### src/rtl/cla_op_sequencer.sv
// ---------------------------------------------------------------------------
// cla_op_sequencer
//   Multi-cycle sequencer that time-shares one external 8-bit carry-lookahead
//   adder. It computes 16-bit ADD/SUB as two byte passes with chained carry,
//   and 8x8 unsigned MUL as MUL_STEPS shift-add passes.
//
// Ports
//   clk, rst_n           clock (rising edge), asynchronous active-low reset
//   req_valid/req_ready  request handshake; req_ready is 1 only in IDLE
//   req_op               00 ADD16, 01 SUB16, 10 MUL8, 11 reserved
//   req_a, req_b         16-bit operands (MUL uses [7:0])
//   rsp_valid/rsp_ready  response handshake
//   rsp_result           sum / difference / product
//   rsp_carry            ADD: carry-out; SUB: 1 = no borrow; MUL: 0
//   rsp_ovf              ADD/SUB: signed overflow; MUL: product > 255;
//                        reserved op: 1
//   add_a/add_b/add_ci   operands driven to the external adder
//   add_s/add_co         external adder result (combinational)
//
// Handshakes: a transfer happens on a rising edge where valid && ready are
// both high. The producer holds valid (and its payload) until that edge; the
// consumer may raise or lower ready freely. Here rsp_valid/result/flags are
// registered and stay frozen until the rsp handshake edge, and a request is
// only taken while IDLE, so request and response never overlap.
// ---------------------------------------------------------------------------
module cla_op_sequencer #(
  parameter int W         = 8,
  parameter int MUL_STEPS = 8
) (
  input  logic           clk,
  input  logic           rst_n,
  input  logic           req_valid,
  output logic           req_ready,
  input  logic [1:0]     req_op,
  input  logic [2*W-1:0] req_a,
  input  logic [2*W-1:0] req_b,
  output logic           rsp_valid,
  input  logic           rsp_ready,
  output logic [2*W-1:0] rsp_result,
  output logic           rsp_carry,
  output logic           rsp_ovf,
  output logic [W-1:0]   add_a,
  output logic [W-1:0]   add_b,
  output logic           add_ci,
  input  logic [W-1:0]   add_s,
  input  logic           add_co
);

  localparam int SW = $clog2(MUL_STEPS);

  localparam logic [1:0] OP_ADD = 2'b00;
  localparam logic [1:0] OP_SUB = 2'b01;
  localparam logic [1:0] OP_MUL = 2'b10;

  typedef enum logic [2:0] {
    S_IDLE = 3'd0,
    S_LO   = 3'd1,
    S_HI   = 3'd2,
    S_MUL  = 3'd3,
    S_DONE = 3'd4
  } state_t;

  state_t         state;
  logic [2*W-1:0] a_q;      // operand A as captured at accept
  logic [2*W-1:0] b_q;      // operand B, already inverted for SUB
  logic           cin_q;    // carry into the low byte (1 for SUB)
  logic           c_reg;    // carry from low byte into high byte
  logic [W-1:0]   res_lo;   // low byte of ADD/SUB result
  logic [W-1:0]   mul_hi;   // running partial product, upper half
  logic [W-1:0]   mul_lo;   // multiplier bits shifting out / product lower half
  logic [SW-1:0]  step;

  // One shift-add pass: {carry, sum, lo} shifted right by one. The top byte
  // becomes the new partial product and the sum's LSB enters lo.
  logic [2*W:0]   mul_shift;
  logic           hi_ovf;

  assign mul_shift = {add_co, add_s, mul_lo} >> 1;

  // Signed overflow: both addends share a sign and the sum sign differs.
  assign hi_ovf = (a_q[2*W-1] == b_q[2*W-1]) && (add_s[W-1] != a_q[2*W-1]);

  assign req_ready = (state == S_IDLE);

  // Adder operands are a pure function of registered state, so they are
  // stable for the whole cycle and zero whenever the adder is not in use.
  always_comb begin
    add_a  = '0;
    add_b  = '0;
    add_ci = 1'b0;
    case (state)
      S_LO: begin
        add_a  = a_q[W-1:0];
        add_b  = b_q[W-1:0];
        add_ci = cin_q;
      end
      S_HI: begin
        add_a  = a_q[2*W-1:W];
        add_b  = b_q[2*W-1:W];
        add_ci = c_reg;
      end
      S_MUL: begin
        add_a  = mul_hi;
        add_b  = mul_lo[0] ? a_q[W-1:0] : '0;
        add_ci = 1'b0;
      end
      default: ;
    endcase
  end

  always_ff @(posedge clk or negedge rst_n) begin
    if (!rst_n) begin
      state      <= S_IDLE;
      a_q        <= '0;
      b_q        <= '0;
      cin_q      <= 1'b0;
      c_reg      <= 1'b0;
      res_lo     <= '0;
      mul_hi     <= '0;
      mul_lo     <= '0;
      step       <= '0;
      rsp_valid  <= 1'b0;
      rsp_result <= '0;
      rsp_carry  <= 1'b0;
      rsp_ovf    <= 1'b0;
    end else begin
      case (state)
        S_IDLE: begin
          if (req_valid) begin
            a_q    <= req_a;
            // Subtraction is A + ~B + 1 through the same adder.
            b_q    <= (req_op == OP_SUB) ? ~req_b : req_b;
            cin_q  <= (req_op == OP_SUB);
            mul_hi <= '0;
            mul_lo <= req_b[W-1:0];
            step   <= '0;
            case (req_op)
              OP_ADD, OP_SUB: state <= S_LO;
              OP_MUL:         state <= S_MUL;
              default: begin
                // Reserved op: answer immediately with the error flag.
                state      <= S_DONE;
                rsp_valid  <= 1'b1;
                rsp_result <= '0;
                rsp_carry  <= 1'b0;
                rsp_ovf    <= 1'b1;
              end
            endcase
          end
        end

        S_LO: begin
          res_lo <= add_s;
          c_reg  <= add_co;
          state  <= S_HI;
        end

        S_HI: begin
          rsp_result <= {add_s, res_lo};
          rsp_carry  <= add_co;
          rsp_ovf    <= hi_ovf;
          rsp_valid  <= 1'b1;
          state      <= S_DONE;
        end

        S_MUL: begin
          mul_hi <= mul_shift[2*W-1:W];
          mul_lo <= mul_shift[W-1:0];
          step   <= step + 1'b1;
          if (step == SW'(MUL_STEPS - 1)) begin
            rsp_result <= mul_shift[2*W-1:0];
            rsp_carry  <= 1'b0;
            rsp_ovf    <= |mul_shift[2*W-1:W];
            rsp_valid  <= 1'b1;
            state      <= S_DONE;
          end
        end

        S_DONE: begin
          if (rsp_ready) begin
            rsp_valid  <= 1'b0;
            rsp_result <= '0;
            rsp_carry  <= 1'b0;
            rsp_ovf    <= 1'b0;
            state      <= S_IDLE;
          end
        end

        default: state <= S_IDLE;
      endcase
    end
  end

endmodule

### config.mk
export PLATFORM = sky130hd
export DESIGN_NAME = cla_op_sequencer
export DESIGN_NICKNAME = d
export VERILOG_FILES = /design/src/rtl/cla_op_sequencer.sv
export SDC_FILE = /design/constraint.sdc
export NUM_CORES = 1
export LEC_CHECK = 0
export BUFFER_PORTS_ARGS = -buffer_cell sky130_fd_sc_hd__buf_2
export CAP_MARGIN = 20
export CORE_MARGIN = 2
export CORE_UTILIZATION = 50
export CTS_BUF_LIST = sky130_fd_sc_hd__clkbuf_8 sky130_fd_sc_hd__clkbuf_16
export DETAILED_ROUTE_END_ITERATION = 7
export PLACE_DENSITY = 0.74
export SYNTH_ARGS = -nofsm -noshare
export SYNTH_HDL_FRONTEND = slang
export SYNTH_SLANG_ARGS = --single-unit
### constraint.sdc
create_clock -name clk -period 3.9 [get_ports clk]
set_input_delay 0.78 -clock clk [delete_from_list [all_inputs] [get_ports clk]]
set_output_delay 0.78 -clock clk [all_outputs]
set_load 0.02 [all_outputs]
==> impl_summary.log <==
INFO  metric outcome = finished clean
INFO  metric grt_pass1_wl = 14.9 mm
INFO  metric maxSlewHeadroom = 28.9%
INFO  metric wirelength = 9.48 mm
INFO  metric routed-via-count = about 3k
INFO  metric cts.sink_count = 83
INFO  metric synth_sequential_area_ratio = between 50% and 60%
INFO  metric die_ar = 8850 um2
INFO  metric antenna-diode-count = 0
INFO  metric setup.worst_path.start_class = flop
INFO  metric final_common_cell = sky130_fd_sc_hd__dfrtp_1
INFO  metric worst-setup-path-type = flop to output port
INFO  metric synth_ff_type = sky130_fd_sc_hd__dfrtp_1
INFO  metric final_cell_count_no_fill = 527
INFO  metric num_io_pins = 84
INFO  metric floorplan.initialDensity = 52.0%
INFO  metric fin_crit = roughly 3200 ps
INFO  metric synth_cell_types = 38
INFO  metric setup_repair_after_global_routing_missed_its_margin = no
INFO  metric grt_pass1_vias = roughly 2.9k
INFO  metric routed_len_inst = 18.0 um
INFO  metric drt_antenna_net_count = 0
INFO  metric drt-initial-drc-count = 201
INFO  metric post_synthesis_cell_area = 4060 um2
INFO  metric coreArea = about 8000 um2
INFO  metric crit_path_max_fanout = 18
INFO  metric synth-edff-count = 0
INFO  metric fin_nets = ~470
INFO  metric cellPowerDensity = 829 nW/um2
INFO  metric drc = 0
INFO  metric postSynthNetCount = 399
INFO  metric avgViaCountPerCell = ~5.7
INFO  metric avgSynthCellArea = 11.6 um2
INFO  metric placement_rows = 32
INFO  metric synthesis.instances = 350
INFO  metric tightest_slew = 1060 ps
INFO  metric worst_ep_required_time = 3120 ps
INFO  metric commonest_cells_after_routing_fill_and_taps_aside = sky130_fd_sc_hd__dfrtp_1, sky130_fd_sc_hd__buf_2, sky130_fd_sc_hd__nand2_1
INFO  metric drt_pass1_iterations = 4
INFO  metric layout_top_registers = a_q x16, b_q x16, rsp_result x16
INFO  metric root_buffer = sky130_fd_sc_hd__clkbuf_8
INFO  metric grt_max_degree = 84
INFO  metric synthArstFlopShare = between 90% and 100%
INFO  metric clock_insertion_delay_worst_skew = 350 ps
INFO  metric buffers_added_on_ports = 83
INFO  metric dpl.hpwl = 6.61 mm
INFO  metric die_w = about 94 um
INFO  metric ys_seq_elements = 83
INFO  metric power.ir.vdd_worst = roughly 360 uV
INFO  metric die-height = 94.1 um
INFO  metric postCtsHoldBufs = 0
INFO  metric end_kind = output port
INFO  metric cts_tree = done
INFO  metric postCtsSetupBuffers = 0
INFO  metric finalHoldViolCount = 0
INFO  metric cts_htree_levels = 3
INFO  metric warning_count_from_the_yosys_run = 0
INFO  metric report.final.slew_viol_count = 0
INFO  metric post_route_cells_drive_above_1_share = between 30 and 40%
INFO  metric clk_path_buf_depth = 2
INFO  metric fmax = 311 MHz
INFO  metric clk_pin_slew = approximately 80 ps
INFO  metric hold_path_class = input pin to asynchronous set/reset pin
INFO  metric fin_setup_tns = 0 ps
INFO  metric cts_inserted_buffers = 9
INFO  metric cts.repair.resized = 0
INFO  metric globalplace.congestion = approximately 0.92
INFO  metric grt_overflow_total = 0
INFO  metric cp.arrival = 2430 ps
INFO  metric total_leakage_power = ~2.3 nW
INFO  metric timing.final.crit_share = between 80% and 90%
INFO  metric dp.cells = 510
INFO  metric max-cap-violations = 0
INFO  metric flow.area_growth_from_synthesis = 17.0%
INFO  metric antenna_violations_before_repair = 0
INFO  metric fin_skew = 5.33 ps
INFO  metric gr-usage-all-layers = 22.3%
INFO  metric setup_viol_count_final = 0
## kinds of logic (layout without fill, tap and decap cells)
group                    Yosys count  count (layout)  share of synthesized area [%]
AO/OA/AOI/OAI                     78              78                           14.0
XOR/XNOR                          16              16                           3.45
adder cells (fa/ha/maj)            2               2                          0.617
buffers and inverters             30             105                           4.01
flip-flops                        83              83                           51.2
multiplexers                      53              53                           16.3
AND/OR/NAND/NOR                   88              88                           10.4
## Yosys cell counts (all sizes together), types with 2 or more instances
library cell  number  area share, %
o21ai              5           0.62
nor2              29            2.9
nand2             35            3.2
a21o               2           0.37
a22oi             25            4.6
dfrtp             83             51
ha                 2           0.62
nand3              8           0.99
a21oi             18            2.3
xnor2             16            3.5
a22o              26            5.6
mux2              52             16
nor4               2           0.31
buf               22            3.3
nor3               2           0.37
clkbuf             7           0.65
nor2b              5           0.77
## critical path: stages (launching register included)
cell	delay [ps]
sky130_fd_sc_hd__dfrtp_1	700
sky130_fd_sc_hd__nor2b_1	300
sky130_fd_sc_hd__nor2b_1	640
sky130_fd_sc_hd__a22oi_1	150
sky130_fd_sc_hd__nand2_1	130
sky130_fd_sc_hd__buf_2	170
## metrics by stage
step / hold WS, ps / power, mW / utilization, % / area [um2] / setup slack (ps)
5_1_grt: 252 / 4.19 / 60.8 / 4750 / 458
2_1_floorplan: 453 / 2.81 / - / 4060 / 1570
3_3_place_gp: 473 / 3.22 / 57.6 / 4500 / 1190
4_1_cts: 502 / 3.95 / 60.4 / 4720 / 728
3_5_place_dp: 484 / 3.27 / 57.6 / 4500 / 1120
6_report: 263 / 3.93 / 60.8 / 4750 / 689
## worst paths after layout
check | depth (start not counted) | startpoint | slack, ps | to
min in group clk | 1 | a_q[13]$_DFFE_PN0P_ | 500 | a_q[13]$_DFFE_PN0P_
setup / recovery | 5 | state[1]$_DFFE_PN0P_ | 690 | add_b[3]
max in group asynchronous | 2 | rst_n | 3050 | a_q[1]$_DFFE_PN0P_
hold reg to reg | 1 | a_q[13]$_DFFE_PN0P_ | 500 | a_q[13]$_DFFE_PN0P_
setup reg to reg | 4 | state[0]$_DFFE_PN0P_ | 1550 | mul_hi[3]$_DFFE_PN0P_
hold / removal | 1 | rst_n | 260 | rsp_result[5]$_DFFE_PN0P_
## power by group
group	internal [mW]	switching, mW
combinational	0.781	0.877
sequential	1.25	0.359
clock	0.366	0.303
total	2.40	1.54
## cell type report
class	instances	area [um2]
flip-flops and latches	83	2080
multi-input cells	237	1830
clock inverters	3	43.8
clock buffers	13	179
well taps	102	128
repair buffers	88	488
fillers	655	3060
inverters	1	3.75
## layer usage
metal | GRT usage (%) | share of wire (%)
met1 | 30.7 | 45
met2 | 34.4 | 48
met3 | 4.82 | 6.4
met4 | 8.45 | 1.1
met5 | 0 | 0
(Power assumes the default switching activity.)
